File: src/rtl/uart_pkg.sv
// Shared definitions for the UART baud clock generator: select encoding,
// default counter width and the rounded divisor helpers.
package uart_pkg;

  localparam int CNT_W = 16;

  typedef enum logic [2:0] {
    BAUD_9600   = 3'd0,
    BAUD_19200  = 3'd1,
    BAUD_38400  = 3'd2,
    BAUD_57600  = 3'd3,
    BAUD_115200 = 3'd4
  } baud_sel_e;

  // Baud rate for a select code; unused codes fall back to 9600.
  function automatic int unsigned baud_of(input logic [2:0] sel);
    case (sel)
      BAUD_19200:  return 19200;
      BAUD_38400:  return 38400;
      BAUD_57600:  return 57600;
      BAUD_115200: return 115200;
      default:     return 9600;
    endcase
  endfunction

  // Integer division rounded to nearest.
  function automatic int unsigned round_div(input int unsigned num, input int unsigned den);
    return (num + den / 2) / den;
  endfunction

  // Clock cycles per half bit period.
  function automatic int unsigned half_div(input int unsigned clk_freq, input int unsigned baud);
    return round_div(clk_freq, 2 * baud);
  endfunction

  // Clock cycles per oversample tick.
  function automatic int unsigned os_div(input int unsigned clk_freq, input int unsigned oversample,
                                         input int unsigned baud);
    return round_div(clk_freq, oversample * baud);
  endfunction

endpackage

File: src/rtl/clk_div_cnt.sv
// Wrap counter with a runtime terminal value, synchronous clear and a
// combinational wrap flag that is high in the cycle the count sits at term.
module clk_div_cnt #(
  parameter int CNT_W = 16
) (
  input  logic             clk,
  input  logic             rst_n,
  input  logic             clr,
  input  logic [CNT_W-1:0] term,
  output logic             wrap
);

  logic [CNT_W-1:0] cnt_reg;
  logic [CNT_W-1:0] cnt_next;

  // Wrap detection uses >= so a terminal that shrinks under the count
  // can never strand it in a long run-out.
  always_comb begin
    wrap     = 1'b0;
    cnt_next = cnt_reg + CNT_W'(1);
    if (clr) begin
      cnt_next = '0;
    end else if (cnt_reg >= term) begin
      wrap     = 1'b1;
      cnt_next = '0;
    end
  end

  // Count register.
  always_ff @(posedge clk or negedge rst_n) begin
    if (!rst_n) begin
      cnt_reg <= '0;
    end else begin
      cnt_reg <= cnt_next;
    end
  end

endmodule

File: src/rtl/uart_clk_gen.sv
// Baud-rate generator: 50 % duty bit clock, bit-rate strobe aligned with the
// rising bit clock, and an independent oversampling strobe for the receiver.
module uart_clk_gen #(
  parameter int CLK_FREQ   = 50_000_000,
  parameter int OVERSAMPLE = 16,
  parameter int CNT_W      = uart_pkg::CNT_W
) (
  input  logic       clk_50m,
  input  logic       rst_n,
  input  logic [2:0] baud_sel,
  output logic       clk_out,
  output logic       baud_tick,
  output logic       os_tick
);

  import uart_pkg::*;

  logic [CNT_W-1:0] half_term [8];
  logic [CNT_W-1:0] os_term   [8];
  logic [2:0]       sel_q_reg;
  logic             sel_change;
  logic             bit_wrap;
  logic             os_wrap;
  logic             clk_out_reg;
  logic             baud_tick_reg;
  logic             os_tick_reg;

  // Terminal counts (divisor - 1) for every select code, fixed at elaboration.
  for (genvar gi = 0; gi < 8; gi++) begin : g_div_tbl
    localparam int unsigned HALF  = half_div(CLK_FREQ, baud_of(3'(gi)));
    localparam int unsigned OSDIV = os_div(CLK_FREQ, OVERSAMPLE, baud_of(3'(gi)));
    assign half_term[gi] = CNT_W'(HALF - 1);
    assign os_term[gi]   = CNT_W'(OSDIV - 1);
  end

  // A new select restarts both dividers as if from reset.
  assign sel_change = (sel_q_reg != baud_sel);

  clk_div_cnt #(.CNT_W(CNT_W)) u_bit_cnt (
    .clk   (clk_50m),
    .rst_n (rst_n),
    .clr   (sel_change),
    .term  (half_term[sel_q_reg]),
    .wrap  (bit_wrap)
  );

  clk_div_cnt #(.CNT_W(CNT_W)) u_os_cnt (
    .clk   (clk_50m),
    .rst_n (rst_n),
    .clr   (sel_change),
    .term  (os_term[sel_q_reg]),
    .wrap  (os_wrap)
  );

  // Select register, bit-clock toggle flop and registered strobes.
  always_ff @(posedge clk_50m or negedge rst_n) begin
    if (!rst_n) begin
      sel_q_reg     <= '0;
      clk_out_reg   <= 1'b0;
      baud_tick_reg <= 1'b0;
      os_tick_reg   <= 1'b0;
    end else begin
      sel_q_reg <= baud_sel;
      if (sel_change) begin
        clk_out_reg   <= 1'b0;
        baud_tick_reg <= 1'b0;
        os_tick_reg   <= 1'b0;
      end else begin
        if (bit_wrap) begin
          clk_out_reg <= ~clk_out_reg;
        end
        baud_tick_reg <= bit_wrap & ~clk_out_reg;
        os_tick_reg   <= os_wrap;
      end
    end
  end

  assign clk_out   = clk_out_reg;
  assign baud_tick = baud_tick_reg;
  assign os_tick   = os_tick_reg;

endmodule

File: config.mk
export PLATFORM = sky130hd
export DESIGN_NAME = uart_clk_gen
export DESIGN_NICKNAME = d
export VERILOG_FILES = /design/src/rtl/uart_pkg.sv /design/src/rtl/clk_div_cnt.sv /design/src/rtl/uart_clk_gen.sv
export SDC_FILE = /design/constraint.sdc
export NUM_CORES = 1
export LEC_CHECK = 0
export BUFFER_PORTS_ARGS = -buffer_cell sky130_fd_sc_hd__buf_2
export CAP_MARGIN = 20
export CORE_MARGIN = 1
export CORE_UTILIZATION = 60
export CTS_CLUSTER_DIAMETER = 120
export DETAILED_ROUTE_END_ITERATION = 6
export GPL_TIMING_DRIVEN = 0
export MAX_ROUTING_LAYER = met4
export PLACE_DENSITY = 0.77
export SLEW_MARGIN = 20
export SYNTH_ARGS = -nofsm -noshare
export SYNTH_HDL_FRONTEND = slang
export SYNTH_SLANG_ARGS = --single-unit
File: constraint.sdc
create_clock -name clk_50m -period 2.6 [get_ports clk_50m]
set_input_delay 0.13 -clock clk_50m [delete_from_list [all_inputs] [get_ports clk_50m]]
set_output_delay 0.13 -clock clk_50m [all_outputs]
set_load 0.005 [all_outputs]
==> results summary, run 1 <==
The number of placement rows is 21. The final worst hold slack is 421 ps. The average size of a mapped cell came out at 10.1 um2.

The fill cell total of the finished layout is 253. The clock skew came out at 4.47 ps. The number of standard cells after synthesis came out at 207. The setup path with the least slack is of type reg -> reg.

In the synthesized netlist the dominant register cell turns out to be dfrtp_1. In this run the register-to-register setup slack is 90 ps. The average wire per cell in the routed design came out at 13.5 um. The required time at the endpoint of the critical path came out at 2890 ps. The endpoint identified for the worst register-to-register timing path is u_bit_cnt.cnt_reg[6]. The horizontal die dimension is 61.1 um. The net count of the finished layout came out at 270.

The data arrival time at the worst-slack endpoint is 2790 ps. The top cell type's share of synthesized area is 45.3%. The fraction of registers with async set or reset after synthesis came out at 100%. By area the synthesized netlist is led by dfrtp_1, ha_1, nor2_1, xnor2_1, xor2_1. The largest total area in the synthesized netlist belongs to dfrtp_1. The number of cells in the finished layout apart from fillers is 286. The pin count of the biggest net entering global routing is 39. The via count of the first global-routing pass came out at 1540. The number of violations of the max-capacitance limit is 0. After synthesis, the netlist uses 35 different library cells. The DRC violations left is 0. The fraction of final layout cells sized beyond drive strength 1 is 14.2%. The static leakage came out at 1.12 nW. The count of synthesis-stage warnings from yosys is 0.

From synthesis to final layout, the design area changed by 14.1%. Buffers placed on the I/O ports in this run total 7. In this run the count of I/O pins placed on the die edge is 8. The number of antenna diodes in the final layout is 0. Ranked by instance count, the synthesized netlist is headed by dfrtp_1, nor2_1, ha_1. The die covers 3740 um2. The final wirelength came out at 3860 um. The final hold violation count is 0. Summed over all failing endpoints, the final setup total negative slack is 0 ps. The number of DRC violations after detailed-routing iteration 0 came out at 58. The global-route wire length before repair is 6570 um.

The total clock buffers created by CTS came out at 5. The pre-CTS setup slack came out at -27.9 ps. The worst path needs 2510 ps of the cycle, external delays included. In this run the critical register-to-register path is launched from sel_q_reg[0]. The number of placed cells counting well taps is 268. For this run, the top clock speed supported by timing is 399 MHz. The cell area after synthesis came out at 2100 um2.

The first-pass detailed-route iteration total is 4. The logic depth of the worst register-to-register path is 12. The per-cell via count in the routed design is 5.34. STA classifies the critical path endpoint as a register. In this run, synthesis inferred 0 flip-flops with an integrated enable.

Detailed placement ended at an HPWL of 2770 um. The worst path uses 96.4% of the clock period. The buffer levels on the longest clock path came out at 2. Detailed routing inserted a total of 1528 vias. The actual transition at the worst max-transition pin came out at 828 ps.

The clock-pin slew of the registers on the worst-case setup and hold paths came out at 110 ps. The clock sink count came out at 38. The max-slew headroom at the worst pin is 44.8%.

TritonCTS built the clock tree. The class of the tightest hold or removal check is in -> async. The floorplan step set the die height to 61.1 um. In this run the power density over the cells is 435 nW/um2. The number of antenna violations at the first check in global routing is 0. The count of state elements after synthesis is 38. STA classifies the critical path startpoint as a register. The starting density of the core came out at 62.8%.

The final instance area is 2390 um2. The largest fanout on the critical path is 10. The number of setup violations in the final report is 0. The tree is rooted in a clkbuf_4. The number of pins exceeding their max-slew limit in the final report came out at 0.

The count of nets left with antenna violations after detail routing is 0. The global placement routability congestion is 0.882. For the worst-skew pair, the clock arrives at the later sink with an insertion delay of 340 ps. The aggregate global-route resource usage is 25.4%. The register area share after synthesis came out at 45.3%.

Once placement finished, the instance area stood at 2220 um2. The number of levels the H-tree was split into came out at 2. The least setup slack across all paths after layout is 94.4 ps. The flow ran to the end, and the final reports show no timing, DRC or antenna violations. The area of the core region is 3340 um2. The worst vdd rail ir drop came out at 0.407 mV. The total congestion overflow after global routing came out at 0.
==> worst max path at each step <==
stage                      start                     to  slack (ps)  cells past startpoint
floorplan           sel_q_reg[0]  u_bit_cnt.cnt_reg[12]         320                     12
global placement    sel_q_reg[0]  u_bit_cnt.cnt_reg[12]          50                     12
detailed placement  sel_q_reg[1]   u_bit_cnt.cnt_reg[7]         -30                     12
CTS                 sel_q_reg[0]   u_bit_cnt.cnt_reg[6]          60                     12
global route        sel_q_reg[0]  u_bit_cnt.cnt_reg[10]         -50                     12
finish              sel_q_reg[0]   u_bit_cnt.cnt_reg[6]          90                     12
==> power by group <==
part	switching [mW]	internal (mW)	total, mW
registers	0.00645	0.604	0.610
logic	0.0678	0.0477	0.116
clock network	0.184	0.131	0.315
==> stage by stage <==
stage | utilization, % | power, mW
after CTS | 70.5 | 1.05
final | 71.7 | 1.04
after floorplan | - | 0.684
after detailed placement | 66.5 | 0.720
after global placement | 66.5 | 0.713
after global routing | 71.7 | 1.10
==> cells in the final DEF (no fill, tap or decap), types with 2 or more instances in the layout <==
cell type / count
a21oi_1: 5
buf_4: 6
dfrtp_1: 38
buf_2: 7
ha_1: 26
nor2_1: 38
nor3_1: 4
xor2_1: 10
nor4_1: 2
o21ai_0: 4
nand3_1: 6
dlygate4sd3_1: 4
inv_1: 11
conb_1: 9
nand4_1: 4
nand2_1: 17
and3_1: 2
a21oi_4: 2
a211oi_2: 3
and4_1: 2
clkbuf_4: 5
xnor2_1: 12
o21a_1: 2
==> routing by layer <==
metal  vias up  GRT usage, %  share of wire [%]
li1        759             -                  -
met1       736          30.0                 44
met2        25          39.6                 50
met3         8          6.30                3.6
met4         0          14.0                1.8
met5         -             -                  0
==> critical path: stages, from the launching register on <==
cell	delay (ps)
dfrtp_1	360
inv_1	70
ha_1	230
and2_4	190
a21oi_4	140
inv_1	80
ha_1	310
a211oi_2	250
nor2_1	80
a211oi_2	290
o211ai_2	170
buf_6	170
nor2_2	100
==> timing repair <==
item                                    in CTS  in global routing
hold endpoints to repair                    41                  0
buffers inserted                             3                  3
endpoints found under the setup margin      20                 25
gates resized for setup                      2                  6
hold buffers                                 4                  0
pin swaps                                    1                  2
==> logic make-up (layout without fill, tap and decap cells) <==
group	Yosys count	after routing	synth area share [%]
adder cells (fa/ha/maj)	26	26	15.5
AND/OR/NAND/NOR	83	83	18.2
buffers and inverters	13	38	2.68
flip-flops	38	38	45.3
AO/OA/AOI/OAI	24	24	8.89
other	1	9	0.179
XOR/XNOR	22	22	9.19
==> area by class of cell <==
class	instances	area [um2]	share of cell area, %
tap	46	57.6	2.40
sequential	38	951	39.7
clock inverter	1	5.00	0.209
multi-input combinational	164	1150	48.0
inverter	12	45.0	1.88
clock buffer	7	55.1	2.30
buffer	1	11.3	0.470
timing repair buffer	17	120	5.02
No activity file was read; power rests on OpenSTA's default activity.
==> inputs of run 2 (changes only) <==
- CORE_UTILIZATION: 60 -> 40
- PLACE_DENSITY: 0.77 -> 0.55
==> results summary, run 2 (synthesis results as in run 1) <==
The clock sink count came out at 38 (unchanged). The worst setup path startpoint is sel_q_reg[1] (was sel_q_reg[0]). The DRC violations left came out at 0 (unchanged). The type of element capturing the critical path is a register (unchanged). The beginning of the worst register-to-register path is sel_q_reg[1] (was sel_q_reg[0]). The worst vdd rail ir drop is 0.258 mV (was 0.407 mV). The type of element launching the critical path is a register (unchanged). The number of diodes added for antenna fixing is 0 (unchanged). The number of pins exceeding their max-slew limit in the final report came out at 0 (unchanged). Setup repair after global routing left no endpoint under its margin. The pre-CTS setup slack came out at -65.0 ps (was -27.9 ps). The fraction of final layout cells sized beyond drive strength 1 came out at 16.7% (was 14.2%).

The sum of buffers and inverters on the critical path is 4 (was 3). The starting density of the core came out at 43.0% (was 62.8%). The clock-pin slew of the registers on the worst-case setup and hold paths came out at 80 ps (was 110 ps). The actual transition at the worst max-transition pin is 828 ps (about the same).

The register-to-register setup slack came to 180 ps (was 90 ps). The clock insertion delay at the later pin of the skew report came to 290 ps (was 340 ps). The least setup slack across all paths after layout is 177 ps (was 94.4 ps). The growth of design area from synthesis to finish is 18.8% (was 14.1%). The top-level I/O count came out at 8 (unchanged). The total power divided by cell area came out at 459 nW/um2 (was 435 nW/um2). The per-cell via count in the routed design is 4.72 (was 5.34). The vertical die dimension is 74.4 um (was 61.1 um).

Leaving out fill and tap cells, the most frequent cell in the layout is dfrtp_1. The final critical delay including setup and external delays came out at 2420 ps (was 2510 ps). The class of the tightest hold or removal check is in -> async (unchanged).

The aggregate global-route resource usage came out at 16.3% (was 25.4%). Most frequent cells in the layout: dfrtp_1, nor2_1, ha_1 (was nor2_1, dfrtp_1, ha_1). The required time at the endpoint of the critical path came out at 2820 ps (was 2890 ps). The number of levels the H-tree was split into is 2 (unchanged). The largest fanout on the critical path is 5 (was 10). The number of setup violations in the final report came out at 0 (unchanged).

The area of the core region is 4880 um2 (was 3340 um2). The clock root buffer master is clkbuf_8 (was clkbuf_4). The number of cells in the finished layout apart from fillers came out at 307 (was 286). The clock skew is 5.45 ps (was 4.47 ps).

The via count of the first global-routing pass came out at 1441 (was 1540). The static leakage is 1.13 nW (was 1.12 nW). The number of violations of the max-capacitance limit came out at 0 (unchanged). The max-slew headroom at the worst pin is 44.8% (about the same).

The share of the clock period used by the worst path after layout is 93.2% (was 96.4%). The global-route wire length before repair is 6510 um (was 6570 um). The library cell contributing the largest single delay on the critical path is dfrtp_1 (unchanged). The final wirelength came out at 3820 um (was 3860 um). The number of placement rows is 25 (was 21). The number of vias after detailed routing came out at 1449 (was 1528).

The kind of cell adding the most delay to the critical path was compound AO/OA/AOI/OAI gates (unchanged). The number of placed cells counting well taps came to 289 (was 268). The net count of the finished layout is 270 (unchanged). The count of nets left with antenna violations after detail routing is 0 (unchanged).

The maximum achievable frequency came out at 413 MHz (was 399 MHz). The pin count of the biggest net entering global routing is 39 (unchanged). The fraction of the core area covered by cells at the end of the flow is 51.1% (was 71.7%). Cell breakdown of the critical path: inv_1 > ha_1 > and2_2 > a21oi_4 > inv_2 > ha_4 > a211oi_2 > nor2_1 > a211oi_2 > buf_4 > o211ai_4 > buf_6 > nor2_1 (was inv_1 > ha_1 > and2_4 > a21oi_4 > inv_1 > ha_1 > a211oi_2 > nor2_1 > a211oi_2 > o211ai_2 > buf_6 > nor2_2).

The capturing element of the worst setup path was u_bit_cnt.cnt_reg[12] (was u_bit_cnt.cnt_reg[6]). The floorplan die area came out at 5540 um2 (was 3740 um2). The average wire per cell in the routed design is 12.4 um (was 13.5 um).

The final hold violation count is 0 (unchanged). The first-pass detailed-route iteration total came out at 4 (unchanged). The number of antenna violations at the first check in global routing is 0 (unchanged).

The horizontal die dimension came out at 74.4 um (was 61.1 um). The longest individual stage delay on the worst path came out at 400 ps (was 360 ps). The clock tree from TritonCTS is yes (unchanged).

The logic depth of the worst register-to-register path is 13 (was 12). The data arrival time at the worst-slack endpoint is 2640 ps (was 2790 ps). Status: complete, no violations (unchanged). The total clock buffers created by CTS is 5 (unchanged). The capture point of the worst reg-to-reg path is u_bit_cnt.cnt_reg[12] (was u_bit_cnt.cnt_reg[6]).

The number of DRC violations after detailed-routing iteration 0 came out at 31 (was 58). The total half-perimeter wirelength after legalization and detailed placement came out at 2780 um (was 2770 um). The global placement routability congestion came out at 0.754 (was 0.882). The number of buffers added on ports came out at 7 (unchanged). The buffer levels on the longest clock path is 2 (unchanged). The critical setup path kind was reg -> reg (unchanged). The total stage count of the critical path is 13 (was 12). The total congestion overflow after global routing came to 0 (unchanged).
[run 2: metrics by stage]
step	power, mW	area [um2]	TNS (ps)	hold WS [ps]
after floorplan	0.684	2130	0	-166
after global placement	0.718	2250	-88.3	265
after detailed placement	0.719	2250	-461	266
after CTS	1.15	2400	0	491
after global routing	1.20	2490	0	493
final	1.14	2490	0	479
[run 2: routing by layer]
metal  vias to the layer above  track usage, %  share of wire [%]
li1                        758               -                  -
met1                       673            22.2                 53
met2                        16            24.1                 44
met3                         2            4.07                2.4
met4                         0            4.40               0.47
met5                         -               -                  0
[run 2: worst min-delay path by stage]
stage / start / end / slack (ps)
after floorplan: rst_n / baud_tick / -170
after global routing: baud_sel[0] / sel_q_reg[0] / 490
after detailed placement: baud_sel[1] / sel_q_reg[1] / 270
final: rst_n / u_os_cnt.cnt_reg[4] / 480
after CTS: baud_sel[1] / sel_q_reg[1] / 490
after global placement: baud_sel[0] / sel_q_reg[0] / 270
[run 2: repair_timing]
action	CTS	global route
setup buffers	2	3
endpoints found under the hold margin	41	0
pin swaps	1	1
gates cloned	0	1
gates resized for setup	2	13
endpoints found under the setup margin	10	25
hold buffers	4	0
[run 2: layout make-up]
type	instances	area (um2)
buffer	1	11.3
fill	471	2390
clock buffer	6	82.6
timing repair buffer	17	124
tap	67	83.8
clock inverter	2	12.5
sequential	38	951
multi-input combinational	164	1180
inverter	12	45.0
[run 2: power breakdown]
part | switching, mW | total [mW] | internal (mW)
Combinational | 0.0679 | 0.116 | 0.0478
Sequential | 0.00608 | 0.610 | 0.604
Clock | 0.206 | 0.419 | 0.213
Total | 0.280 | 1.14 | 0.865
